<file path="config.mk">
export PLATFORM = sky130hd
export DESIGN_NAME = custom_seq_counter
export DESIGN_NICKNAME = d
export VERILOG_FILES = /design/src/rtl/custom_seq_pkg.sv /design/src/rtl/seq_value_encoder.sv /design/src/rtl/custom_seq_counter.sv
export SDC_FILE = /design/constraint.sdc
export NUM_CORES = 1
export LEC_CHECK = 0
export BUFFER_PORTS_ARGS = -buffer_cell sky130_fd_sc_hd__buf_2
export CELL_PAD_IN_SITES_DETAIL_PLACEMENT = 1
export CELL_PAD_IN_SITES_GLOBAL_PLACEMENT = 2
export CORE_MARGIN = 5
export CORE_UTILIZATION = 28
export DETAILED_ROUTE_END_ITERATION = 10
export GPL_TIMING_DRIVEN = 0
export HOLD_SLACK_MARGIN = 0.06
export PLACE_DENSITY = 0.7
export SYNTH_ARGS = -nofsm -noshare
export SYNTH_HDL_FRONTEND = slang
export SYNTH_HIERARCHICAL = 1
export SYNTH_SLANG_ARGS = --single-unit
export TNS_END_PERCENT = 5
</file>
<file path="constraint.sdc">
create_clock -name Clk -period 1.84 [get_ports Clk]
set_clock_uncertainty 0.15 [all_clocks]
set_input_delay 0.184 -clock Clk [delete_from_list [all_inputs] [get_ports Clk]]
set_output_delay 0.184 -clock Clk [all_outputs]
set_load 0.05 [all_outputs]
</file>
<file path="src/rtl/custom_seq_pkg.sv">
// Shared constants for the custom sequence counter: the 7-entry value table and index type.
package custom_seq_pkg;

    localparam int unsigned SEQ_LEN_C = 7;
    localparam int unsigned SEQ_VW    = 4;
    localparam int unsigned IDX_W     = 3;

    typedef logic [IDX_W-1:0] seq_idx_t;

    localparam seq_idx_t IDX_LAST = seq_idx_t'(SEQ_LEN_C - 1);

    // Entry k sits in slice [k]; S0..S6 = 0, 2, 3, 6, 8, 9, 15
    localparam logic [SEQ_LEN_C-1:0][SEQ_VW-1:0] SEQ_TABLE = {
        4'd15, 4'd9, 4'd8, 4'd6, 4'd3, 4'd2, 4'd0
    };

    // Table read that returns 0 for the unused index code
    function automatic logic [SEQ_VW-1:0] seq_value(input seq_idx_t i);
        logic [SEQ_VW-1:0] v;
        v = '0;
        for (int k = 0; k < SEQ_LEN_C; k++) begin
            if (i == seq_idx_t'(k)) begin
                v = SEQ_TABLE[k];
            end
        end
        return v;
    endfunction

endpackage

</file>
<file path="src/rtl/seq_value_encoder.sv">
// Combinational value -> {hit, index} lookup into the sequence table, used on the load path.
module seq_value_encoder
    import custom_seq_pkg::*;
#(
    parameter int unsigned WIDTH = 4
) (
    input  logic [WIDTH-1:0] value,
    output logic             hit_c,
    output seq_idx_t         idx_c
);

    // Full-width match against each zero-extended entry
    always_comb begin
        hit_c = 1'b0;
        idx_c = '0;
        for (int k = 0; k < SEQ_LEN_C; k++) begin
            if (value == WIDTH'(SEQ_TABLE[k])) begin
                hit_c = 1'b1;
                idx_c = seq_idx_t'(k);
            end
        end
    end

endmodule

</file>
<file path="src/rtl/custom_seq_counter.sv">
// Up/down counter stepping through the fixed sequence 0,2,3,6,8,9,15 with parallel load.
// Build option: define SEQ_SATURATE_EN to make counting stop at the table ends instead of wrapping.
module custom_seq_counter
    import custom_seq_pkg::*;
#(
    parameter int unsigned WIDTH   = 4,
    parameter int unsigned SEQ_LEN = 7,
    parameter int unsigned IDXW    = 3
) (
    input  logic             Clk,
    input  logic             nReset,
    input  logic             load,
    input  logic             count_en,
    input  logic             up,
    input  logic [WIDTH-1:0] data_in,
    output logic [WIDTH-1:0] Q
);

    localparam logic [IDXW-1:0] LAST = IDXW'(SEQ_LEN - 1);

    logic [IDXW-1:0] idx;
    logic [IDXW-1:0] idx_nxt;
    logic            enc_hit;
    seq_idx_t        enc_idx;

    seq_value_encoder #(
        .WIDTH (WIDTH)
    ) u_enc (
        .value (data_in),
        .hit_c (enc_hit),
        .idx_c (enc_idx)
    );

    // Next index: load, then illegal-state recovery, then counting, else hold
    always_comb begin
        idx_nxt = idx;
        if (load) begin
            idx_nxt = enc_hit ? IDXW'(enc_idx) : '0;
        end else if (idx > LAST) begin
            idx_nxt = '0;
        end else if (count_en) begin
            if (up) begin
`ifdef SEQ_SATURATE_EN
                idx_nxt = (idx == LAST) ? LAST : idx + IDXW'(1);
`else
                idx_nxt = (idx == LAST) ? '0 : idx + IDXW'(1);
`endif
            end else begin
`ifdef SEQ_SATURATE_EN
                idx_nxt = (idx == '0) ? '0 : idx - IDXW'(1);
`else
                idx_nxt = (idx == '0) ? LAST : idx - IDXW'(1);
`endif
            end
        end
    end

    // Index register with Q registered from the same next-index decode
    always_ff @(posedge Clk or negedge nReset) begin
        if (!nReset) begin
            idx <= '0;
            Q   <= '0;
        end else begin
            idx <= idx_nxt;
            Q   <= WIDTH'(seq_value(seq_idx_t'(idx_nxt)));
        end
    end

endmodule

</file>
# ---- After elaboration in Yosys (flattened, before gate mapping)
# Cells that the tools add are included.
# W data, S select, Z words.
dict set report word_totals {
  reg_bits 7
  out_inout_bits 4
  word_cells 46
}
dict set report op_classes {
  n_addsub 2
  magnitude_cmp 1
  n_eq_ne 13
  n_mux 26
  reduce_logical 2
}
# cell count
set ops {}
lappend ops {{$mux W3} 10}
lappend ops {{$mux W4} 5}
lappend ops {{$eq A3 B3 Y1 const B} 4}
lappend ops {{$eq A4 B4 Y1 const B} 3}
lappend ops {{$eq A4 B2 Y1 const B} 2}
lappend ops {{$mux W1} 8}
lappend ops {{$eq A3 B2 Y1 const B} 2}
lappend ops {{$mux W2} 3}
lappend ops {{$eq A4 B3 Y1 const B} 1}
lappend ops {{$logic_not A4 Y1} 1}
lappend ops {{$add A3 B1 Y3 const B} 1}
lappend ops {{$eq A3 B1 Y1 const B} 1}
lappend ops {{$gt A3 B3 Y1 const B} 1}
lappend ops {{$logic_not A3 Y1} 1}
lappend ops {{$sub A3 B1 Y3 const B} 1}

# ---- Longest topological paths before layout
# Gate-level depths: netlist (run 1).
dict set report logic_depth {
  word_depth 17
  ltp_mapped 8
  ltp_nobuf 8
}

# ---- Hierarchy
# The synthesis (run 1) kept the hierarchy.
# mod n_inst cells_each area_per_inst_um2 seq_area_each_um2
set modules_own_cells {}
lappend modules_own_cells {custom_seq_counter 1 48 499.2 175.2}
lappend modules_own_cells {seq_value_encoder 1 15 102.6 0.0}

# ---- Worst setup path before layout (run 1)
# No wires, ideal clock.
dict set report synth_timing {
  kind {register to register}
  from {register idx[0]}
  to {register Q[2]}
  setup_ns 0.139
  t_arrival_ns 1.715
  required_time_ns 1.551
  setup_slack_ns -0.164
  stages_incl_launch_ff 8
  path_buffers 0
  period_less_slack_ns 2.004
  cell_sequence {dfrtp_1 -> inv_1 -> ha_1 -> or3b_1 -> and4_4 -> o31a_4 -> xnor2_1 -> nor2_1}
}
dict set report synth_between {
  elab_chain_cells 11
  word_cells_on_any_way 19
}
# item line
set synth_rtl {}
lappend synth_rtl {{from (decl)} custom_seq_counter.sv:21} ;# logic [IDXW-1:0] idx;
lappend synth_rtl {{from (signal assigned)} custom_seq_counter.sv:64} ;# idx <= idx_nxt;
lappend synth_rtl {{$sub A3 B1 Y3 (tied with other cells)} custom_seq_counter.sv:52} ;# idx_nxt = (idx == '0) ? LAST : idx - IDXW'(1);
lappend synth_rtl {{$mux W3 (on tied branches)} {custom_seq_counter.sv:52, custom_seq_counter.sv:46}}
lappend synth_rtl {{$mux W3} custom_seq_counter.sv:42} ;# if (up) begin
lappend synth_rtl {{$mux W3} custom_seq_counter.sv:41} ;# end else if (count_en) begin
lappend synth_rtl {{$mux W3 *} custom_seq_counter.sv:39} ;# end else if (idx > LAST) begin
lappend synth_rtl {{$mux W3 *} custom_seq_counter.sv:37} ;# if (load) begin
lappend synth_rtl {{net idx_nxt[0]} custom_seq_counter.sv:22} ;# logic [IDXW-1:0] idx_nxt;
lappend synth_rtl {{$eq A3 B2 Y1} custom_seq_pkg.sv:22} ;# if (i == seq_idx_t'(k)) begin
lappend synth_rtl {{$mux W4 (3 in series)} custom_seq_pkg.sv:22}
lappend synth_rtl {{$mux W4 *} custom_seq_pkg.sv:22}
lappend synth_rtl {{to (signal assigned)} custom_seq_counter.sv:65} ;# Q <= WIDTH'(seq_value(seq_idx_t'(idx_nxt)));
lappend synth_rtl {{to (decl)} custom_seq_counter.sv:16} ;# output logic [WIDTH-1:0] Q
# The timed path passes the listed nets; every way through them passes the cells marked *.

# ---- Worst setup path after layout (run 1)
dict set report layout_timing {
  from {register idx[1]}
  to {register Q[1]}
}
dict set report layout_between {
  elab_chain_cells 13
  word_cells_on_any_way 23
}
# item line
set layout_rtl {}
lappend layout_rtl {{$sub A3 B1 Y3 (tied with other cells)} custom_seq_counter.sv:52}
lappend layout_rtl {{$mux W3 (on tied branches)} {custom_seq_counter.sv:52, custom_seq_counter.sv:46}}
lappend layout_rtl {{$mux W3} custom_seq_counter.sv:42}
lappend layout_rtl {{$mux W3} custom_seq_counter.sv:41}
lappend layout_rtl {{$mux W3 *} custom_seq_counter.sv:39}
lappend layout_rtl {{$mux W3 *} custom_seq_counter.sv:37}
lappend layout_rtl {{net idx_nxt[2]} custom_seq_counter.sv:22}
lappend layout_rtl {{$eq A3 B1 Y1} custom_seq_pkg.sv:22}
lappend layout_rtl {{$mux W2} custom_seq_pkg.sv:22}
lappend layout_rtl {{$mux W4 (4 in series)} custom_seq_pkg.sv:22}
lappend layout_rtl {{$mux W4 *} custom_seq_pkg.sv:22}
# Marks and branches as above.

==> metrics.txt, run 1 <==
fmax=504 MHz; WP depth=7; Yosys cell types=32; Initial Util=30.1%; Post-synth EDFFs=0; HPWL after DPL=1.03 mm; design area=835 um^2; number of global-route vias before repair=605; IO Count=13; Cells after Synth=63; die area=3180 um^2; 1st-iter DRT viols=6; initial antenna violation count=0; Root Buffer=clkbuf_4; dpl cells=102; Core Area=2000 um^2; GP Congestion=0.629; slowest library cell on the worst path=dfrtp_2; Critical Path Sink Type=register; Rel. slew slack=75.7%; slowest cell delay on critical path=410 ps; WL final=1.49 mm; FF/Latch Area=176 um^2; post-route ant nets=0; Syn. warnings=6; diode count=0; worst vdd ir=0.467 mV; worst slack at placement=-302 ps; syn nets=77; clock transition at the registers of the reported paths=60 ps; RSZ-0062 raised after global routing=yes; Reg-to-Reg Start=idx[1]$_DFF_PN0_; std cell rows=16; min Tclk post-route=1990 ps; crit-path max FO=5; status=complete, but fails checks; die height=56.4 um; area leader, netlist=dfrtp_1; Reg2Reg Capture Point=Q[1]$_DFF_PN0_; Register-to-Register Path Depth=7; fraction of layout cells with a size suffix above 1=44.8%; register area share after synthesis=29.1%; setup slack after layout=-146 ps; Clock Path Buffers=2; Cell Pwr Density=736 nW/um^2; Cell Area, Synth=602 um^2; WP data arrival=1970 ps; largest net degree at the start of global routing=10; via/cell ratio=4.91; Bufs and invs on worst path=1; fill count=240; clk sink count=7; crit path from=idx[1]$_DFF_PN0_; Placed Area=696 um^2; Min Hold Slack=152 ps; drt wl/cell=13.0 um; Avg Inst Size Synth=9.55 um^2; max_cap viols=0; Die X=56.4 um; PortBufs=12; asr flop ratio synth=100%; Leak=0.397 nW; DRT Pass-1 Iters=3; CTS Buf Count=3; Seq cells post-synth=7; main area contributors after synthesis=dfrtp_1 29%, ha_1 10%, a32oi_4 4.6%, inv_1 3.7%, mux2i_1 3.3%; Layout Cells excl Fill=114; gr ovfl total=0; measured slew at the worst slew-check pin=364 ps; fin nets=102; max-slew violations=0; Yosys top cell area share=29.1%; H-Tree Depth=1; number of remaining DRC errors=0; clk_lat worst skew=250 ps; gr usage total=10.5%; failing checks=negative setup slack; flop-to-flop setup slack=-150 ps; Startpoint Class=register; CP required=1820 ps; synthesis-to-finish area growth=38.7%; first-pass GRT wire length=2.65 mm; critical path, cell by cell=buf_6 > ha_4 > and3b_1 > or3_4 > a32oi_4 > nand2_2 > a21boi_2; final worst path period share=108%; final hold violations=0; kind of critical path=reg2reg; Main synth FF type=dfrtp_1; CTS tree=yes; Hold Path Class=in2async; total number of vias=560; multi-input logic area=449 um^2; CP top delay family=simple AND/OR/NAND/NOR gates; Final Setup Violations=4
[through the flow]
| stage | utilization (%) | total power [W] | setup TNS [ps] |
|---|---|---|---|
| 3_5_place_dp | 34.8 | 0.000422 | -1150 |
| 5_1_grt | 41.7 | 0.000664 | -983 |
| 3_3_place_gp | 34.8 | 0.000420 | -1190 |
| 6_report | 41.7 | 0.000614 | -499 |
| 4_1_cts | 40.9 | 0.000612 | -582 |
| 2_1_floorplan | - | 0.000360 | -389 |
[how the worst max path moves through the flow]
stage / endpoint / slack, ps
after CTS: Q[1]$_DFF_PN0_ / -160
after detailed placement: Q[1]$_DFF_PN0_ / -300
final: Q[1]$_DFF_PN0_ / -150
after floorplan: Q[2]$_DFF_PN0_ / -130
after global placement: Q[1]$_DFF_PN0_ / -300
after global routing: Q[1]$_DFF_PN0_ / -240
[per-layer routing]
metal | GRT usage, % | part of all wire, % | wire length, um | up-vias
met4 | 4.07 | 0.74 | 11 | 0
met5 | 0 | 0 | 0 | -
met3 | 2.29 | 2.6 | 38 | 2
met1 | 12.2 | 43 | 636 | 275
met2 | 18.7 | 54 | 801 | 8
li1 | - | - | - | 275
[sequential cells by signal, indices dropped and copies added, names as in the netlist]
name  count
Q         4
idx       3
[repair_timing]
item                                    4_1_cts  5_1_grt
resized for setup                             8        3
pin swaps                                     5        5
endpoints found under the setup margin        7        7
hold buffers                                  1        0
hold endpoints to repair                      7        0
buffers inserted                              7        0
gates cloned                                  0        0
[synth_stat cells, types with 2 or more instances]
cell,instances
nand2_1,3
nand3_1,4
ha_1,5
dfrtp_1,7
and2b_1,2
nor2_1,5
mux2i_1,2
inv_1,6
o211a_1,2
nor2b_1,2
o21ai_0,4
[layout by cell type, fill, tap and decap left out, types with 2 or more instances in the layout]
master     n
and2b_1    2
buf_2     12
buf_4      6
clkbuf_4   3
dfrtp_1    6
ha_1       3
ha_4       2
inv_1      3
inv_2      3
mux2i_1    2
nand2_1    3
nand3_1    4
nor2_1     5
nor2b_1    2
o211a_1    2
o21ai_0    3
[final cells by class]
cell class / count / share of cell area, %
repair buffers: 20 / 15.1
clock buffers: 4 / 3.15
well taps: 27 / 4.05
multi-input cells: 50 / 53.8
flip-flops and latches: 7 / 21.1
inverters: 6 / 2.70
[cell families (layout without fill, tap and decap cells)]
| family | after synthesis | after routing | share of synthesized area [%] |
|---|---|---|---|
| buffers and inverters | 6 | 30 | 3.74 |
| DFF | 7 | 7 | 29.1 |
| muxes | 2 | 2 | 3.33 |
| and+or+nand+nor | 25 | 25 | 25.8 |
| adders and majority gates | 5 | 5 | 10.4 |
| xor gates and xnor gates | 1 | 1 | 1.46 |
| AOI/OAI and AO/OA | 17 | 17 | 26.2 |
[power by group]
group	switching [W]	internal, W
logic	0.000162	0.000119
clock network	0.0000562	0.0000828
registers	0.0000169	0.000177
[worst reg2reg max path: cells and delay by family, from the launching register on]
| family | cells | cell delay [ps] |
|---|---|---|
| fa+ha+maj | 1 | 130 |
| simple gates | 3 | 610 |
| flops | 1 | 410 |
| buf+inv | 1 | 120 |
| compound gates | 2 | 450 |
Note: power is estimated with default switching activity, not from simulation.
==> inputs of run 2 (changes only) <==
- BUFFER_PORTS_ARGS: -buffer_cell sky130_fd_sc_hd__buf_2 -> not set
- CORE_UTILIZATION: 28 -> 32
- DONT_BUFFER_PORTS: not set -> 1
- PLACE_DENSITY: 0.7 -> 0.68
==> run 2 against run 1 <==
The flow still finishes with violations (negative setup slack). Combinational power decreased by 26%. Die area fell by 10%. Design area shrank 3.7%. First-iteration DRC count stayed put. Final cell count decreased by 9.6%. Critical endpoint unchanged. Largest cell class unchanged. Largest power group is now sequential cells.
==> metrics.txt, run 2 (synthesized netlist as in run 1, its figures left out) <==
status=complete, but fails checks (unchanged); failing checks=negative setup slack (unchanged); Rel. slew slack=69.9% (was 75.7%); fmax=498 MHz (was 504 MHz); multi-input logic area=454 um^2 (was 449 um^2); worst slack at placement=-305 ps (was -302 ps); commonest cells after routing, fill and taps aside=7 x dfrtp_1, 7 x buf_4, 5 x nor2_1 (was 12 x buf_2, 6 x dfrtp_1, 6 x buf_4); PortBufs=0 (was 12); biggest regs=Q x4, idx x3 (unchanged); critical path, cell by cell=inv_2 > ha_4 > and3b_2 > or3_4 > a32oi_4 > nand2_2 > a21boi_2 (was buf_6 > ha_4 > and3b_1 > or3_4 > a32oi_4 > nand2_2 > a21boi_2); IO Count=13 (unchanged); 1st-iter DRT viols=6 (unchanged); Hold Path Class=in2async (unchanged); fin nets=93 (was 102); clock transition at the registers of the reported paths=50 ps (was 60 ps); post-route ant nets=0 (unchanged); CP required=1810 ps (was 1820 ps); slowest cell delay on critical path=380 ps (was 410 ps); die area=2850 um^2 (was 3180 um^2); Register-to-Register Path Depth=7 (unchanged); setup slack after layout=-166 ps (was -146 ps); max reg flops=4 (unchanged); design area=803 um^2 (was 835 um^2); max_cap viols=0 (unchanged); synthesis-to-finish area growth=33.5% (was 38.7%); WL final=1.49 mm (about the same); Leak=0.365 nW (was 0.397 nW); std cell rows=15 (was 16); CTS tree=yes (unchanged); Reg-to-Reg Start=idx[0]$_DFF_PN0_ (was idx[1]$_DFF_PN0_); fill count=219 (was 240); flop-to-flop setup slack=-170 ps (was -150 ps); Initial Util=34.1% (was 30.1%); WP data arrival=1980 ps (was 1970 ps); gr ovfl total=0 (unchanged); CP top delay family=simple AND/OR/NAND/NOR gates (unchanged); kind of critical path=reg2reg (unchanged); diode count=0 (unchanged); dpl cells=88 (was 102); drt wl/cell=14.5 um (was 13.0 um); total number of vias=514 (was 560); largest net degree at the start of global routing=10 (unchanged); overall power=0.000589 W (was 0.000614 W); CTS Buf Count=3 (unchanged); initial antenna violation count=0 (unchanged); number of remaining DRC errors=0 (unchanged); GP Congestion=0.653 (was 0.629); final hold violations=0 (unchanged); min Tclk post-route=2010 ps (was 1990 ps); via/cell ratio=4.99 (was 4.91); HPWL after DPL=996 um (was 1.03 mm); FF/Latch Area=175 um^2 (was 176 um^2); Final Setup Violations=4 (unchanged); clk_lat worst skew=240 ps (was 250 ps); Cell Pwr Density=733 nW/um^2 (was 736 nW/um^2); crit-path max FO=4 (was 5); Bufs and invs on worst path=1 (unchanged); clk sink count=7 (unchanged); measured slew at the worst slew-check pin=451 ps (was 364 ps); final worst path period share=109% (was 108%); DRT Pass-1 Iters=3 (unchanged); Core Util, Final=45.5% (was 41.7%); max-slew violations=0 (unchanged); first-pass GRT wire length=2.40 mm (was 2.65 mm); H-Tree Depth=1 (unchanged); Die X=53.4 um (was 56.4 um); RSZ-0062 raised after global routing=yes (unchanged); Critical Path Sink Type=register (unchanged); number of global-route vias before repair=536 (was 605); gr usage total=11.7% (was 10.5%); Root Buffer=clkbuf_4 (unchanged); slowest library cell on the worst path=dfrtp_1 (was dfrtp_2); Core Area=1760 um^2 (was 2000 um^2); Reg with most FFs=Q (unchanged); Reg2Reg Capture Point=Q[1]$_DFF_PN0_ (unchanged); Placed Area=633 um^2 (was 696 um^2); worst vdd ir=0.464 mV (was 0.467 mV); Layout Cells excl Fill=103 (was 114); Startpoint Class=register (unchanged); die height=53.4 um (was 56.4 um); Clock Path Buffers=2 (unchanged); fraction of layout cells with a size suffix above 1=37.2% (was 44.8%)
==> run 2: changes by cell type in the layout (fill, tap and decap cells not counted), sizes merged <==
cell | previous run | this run
dlygate4sd3 | 1 | 3
buf | 19 | 8
==> run 2: layout make-up <==
cell class / count / share of cell area (%)
multi-input combinational: 50 / 56.5
sequential: 7 / 21.8
timing repair buffer: 11 / 11.7
tap: 25 / 3.89
clock buffer: 4 / 3.27
inverter: 6 / 2.80
==> run 2: worst max-delay path by stage <==
stage | from | end | slack (ps) | depth (start not counted)
2_1_floorplan | idx[0]$_DFF_PN0_ | Q[2]$_DFF_PN0_ | -130 | 7
3_3_place_gp | idx[0]$_DFF_PN0_ | Q[1]$_DFF_PN0_ | -310 | 7
3_5_place_dp | idx[0]$_DFF_PN0_ | Q[1]$_DFF_PN0_ | -300 | 7
4_1_cts | idx[0]$_DFF_PN0_ | Q[1]$_DFF_PN0_ | -220 | 7
5_1_grt | idx[0]$_DFF_PN0_ | Q[1]$_DFF_PN0_ | -240 | 7
6_report | idx[0]$_DFF_PN0_ | Q[1]$_DFF_PN0_ | -170 | 7
==> run 2: layer usage <==
layer / track usage, % / vias up / share of wire, %
met5: 0 / - / 0
met1: 14.4 / 247 / 45
met3: 1.69 / 2 / 3.3
li1: - / 259 / -
met2: 19.2 / 6 / 52
met4: 6.38 / 0 / 0.47
==> run 2: what timing repair did <==
| action | CTS | global route |
|---|---|---|
| resized for setup | 8 | 5 |
| pin swaps | 3 | 8 |
| endpoints found under the hold margin | 10 | 1 |
| hold buffers | 2 | 1 |
| setup buffers | 6 | 2 |
| setup endpoints to repair | 7 | 7 |
==> run 2: power breakdown <==
| group | internal [W] | total, W | switching [W] |
|---|---|---|---|
| Sequential | 0.000176 | 0.000245 | 0.0000694 |
| Clock | 0.0000825 | 0.000136 | 0.0000531 |
| Combinational | 0.000110 | 0.000208 | 0.0000979 |
==> run 2: worst reg2reg max path, cell delays in order (launching register included) <==
cell and delay [ps]:
dfrtp_1 380, inv_2 130, ha_4 160, and3b_2 210, or3_4 330, a32oi_4 270
nand2_2 90, a21boi_2 160
==> run 2: per-stage QoR <==
| stage | setup TNS [ps] | hold WS, ps |
|---|---|---|
| global route | -806 | 121 |
| detailed placement | -1190 | -261 |
| global placement | -1140 | -261 |
| floorplan | -389 | -262 |
| CTS | -682 | 77.6 |
| finish | -430 | 112 |
==> inputs of run 3 (changes only) <==
- CORE_ASPECT_RATIO: not set -> 1.25
==> run 3 against run 2 <==
The run still ends with negative setup slack left. Final cell count down 7.8%. Critical path depth did not move. Register-to-register slack gained 20 ps. Sequential share of layout area increased by 1.4 points. Core utilization is 3.0 points lower. Critical endpoint is now Q[3]$_DFF_PN0_. Largest cell class unchanged. Highest routed layer unchanged.
==> metrics.txt, run 3 (synthesized netlist as in run 1, its figures left out) <==
fill count=220 (was 219); design area=761 um^2 (was 803 um^2); gr usage total=11.0% (was 11.7%); min Tclk post-route=1990 ps (was 2010 ps); Core Area=1790 um^2 (was 1760 um^2); WP data arrival=1970 ps (was 1980 ps); synthesis-to-finish area growth=26.4% (was 33.5%); PortBufs=0 (unchanged); CTS tree=yes (unchanged); kind of critical path=reg2reg (unchanged); drt wl/cell=15.2 um (was 14.5 um); Reg with most FFs=Q (unchanged); total number of vias=511 (was 514); Die X=48.8 um (was 53.4 um); Reg2Reg Capture Point=Q[3]$_DFF_PN0_ (was Q[1]$_DFF_PN0_); Core Util, Final=42.6% (was 45.5%); first-pass GRT wire length=2.47 mm (was 2.40 mm); clk sink count=7 (unchanged); die height=58.5 um (was 53.4 um); post-route ant nets=0 (unchanged); fraction of layout cells with a size suffix above 1=31.6% (was 37.2%); HPWL after DPL=1.02 mm (was 996 um); Hold Path Class=in2reg (was in2async); die area=2850 um^2 (about the same); worst vdd ir=0.406 mV (was 0.464 mV); CP required=1820 ps (was 1810 ps); via/cell ratio=5.38 (was 4.99); Clock Path Buffers=2 (unchanged); Register-to-Register Path Depth=7 (unchanged); Cell Pwr Density=756 nW/um^2 (was 733 nW/um^2); number of remaining DRC errors=0 (unchanged); clk_lat worst skew=240 ps (about the same); status=complete, but fails checks (unchanged); Root Buffer=clkbuf_4 (unchanged); most common cell after layout, fill and taps aside=buf_4; RSZ-0062 raised after global routing=yes (unchanged); max_cap viols=0 (unchanged); H-Tree Depth=1 (unchanged); fin nets=91 (was 93); final hold violations=0 (unchanged); Initial Util=33.7% (was 34.1%); initial antenna violation count=0 (unchanged); flop-to-flop setup slack=-150 ps (was -170 ps); clock transition at the registers of the reported paths=50 ps (about the same); Leak=0.346 nW (was 0.365 nW); overall power=0.000575 W (was 0.000589 W); IO Count=13 (unchanged); end of the critical path=Q[3]$_DFF_PN0_ (was Q[1]$_DFF_PN0_); fmax=504 MHz (was 498 MHz); measured slew at the worst slew-check pin=465 ps (was 451 ps); DRT Pass-1 Iters=3 (unchanged); Startpoint Class=register (unchanged); WL final=1.45 mm (was 1.49 mm); commonest cells after routing, fill and taps aside=7 x buf_4, 6 x dfrtp_1, 5 x nor2_1 (was 7 x dfrtp_1, 7 x buf_4, 5 x nor2_1); setup slack after layout=-146 ps (was -166 ps); CTS Buf Count=3 (unchanged); max reg flops=4 (unchanged); largest net degree at the start of global routing=10 (unchanged); crit-path max FO=4 (unchanged); 1st-iter DRT viols=12 (was 6); gr ovfl total=0 (unchanged); Reg-to-Reg Start=idx[0]$_DFF_PN0_ (unchanged); Rel. slew slack=68.7% (was 69.9%); Final Setup Violations=5 (was 4); number of global-route vias before repair=535 (was 536); final worst path period share=108% (was 109%); Critical Path Sink Type=register (unchanged); max-slew violations=0 (unchanged); failing checks=negative setup slack (unchanged); GP Congestion=0.717 (was 0.653); biggest regs=Q x4, idx x3 (unchanged); crit path from=idx[0]$_DFF_PN0_ (unchanged); Min Hold Slack=81.9 ps (was 112 ps); diode count=0 (unchanged); Placed Area=626 um^2 (was 633 um^2); std cell rows=17 (was 15)
==> run 3: worst min path at each step <==
| stage | from | end | slack [ps] | cells past startpoint |
|---|---|---|---|---|
| 2_1_floorplan | nReset | Q[0]$_DFF_PN0_ | -260 | 0 |
| 3_3_place_gp | nReset | idx[0]$_DFF_PN0_ | -260 | 0 |
| 3_5_place_dp | nReset | idx[0]$_DFF_PN0_ | -260 | 0 |
| 4_1_cts | load | idx[0]$_DFF_PN0_ | 80 | 2 |
| 5_1_grt | load | idx[0]$_DFF_PN0_ | 100 | 2 |
| 6_report | load | idx[0]$_DFF_PN0_ | 80 | 2 |
==> run 3: layout make-up <==
class | instances | area (um^2) | area share, %
timing repair buffer | 9 | 72.6 | 9.54
clock buffer | 4 | 26.3 | 3.45
multi-input combinational | 50 | 437 | 57.4
sequential | 7 | 176 | 23.2
tap | 19 | 23.8 | 3.12
inverter | 6 | 25.0 | 3.29
==> run 3: critical path, cell delays in order (launching register included) <==
cell     delay [ps]
dfrtp_1         350
inv_2            80
buf_4           140
ha_1            220
o31ai_1         440
a32oi_4         220
buf_4           180
o21a_1           90
==> run 3: power by group <==
| part | internal [W] | leakage, nW | switching (W) |
|---|---|---|---|
| Sequential | 0.000177 | 0.0877 | 0.0000699 |
| Clock | 0.0000823 | 0.0150 | 0.0000496 |
| Combinational | 0.000103 | 0.243 | 0.0000939 |
==> run 3: layer usage <==
metal	global-route usage [%]	wire length, um	up-vias
met1	12.6	616	249
li1	-	-	255
met5	0	0	-
met2	18.8	764	5
met3	2.03	52	2
met4	6.92	12	0
==> run 3: what timing repair did <==
item	in CTS	in global routing
hold endpoints to repair	10	0
pin swaps	3	3
setup buffers	6	1
setup endpoints to repair	7	7
hold buffers	2	0
resized for setup	6	2
==> run 3: through the flow <==
step | instances | worst slack [ps] | TNS [ps]
2_1_floorplan | 63 | -126 | -389
5_1_grt | 95 | -230 | -965
3_5_place_dp | 82 | -312 | -1230
6_report | 95 | -146 | -545
4_1_cts | 94 | -179 | -688
3_3_place_gp | 82 | -306 | -1140
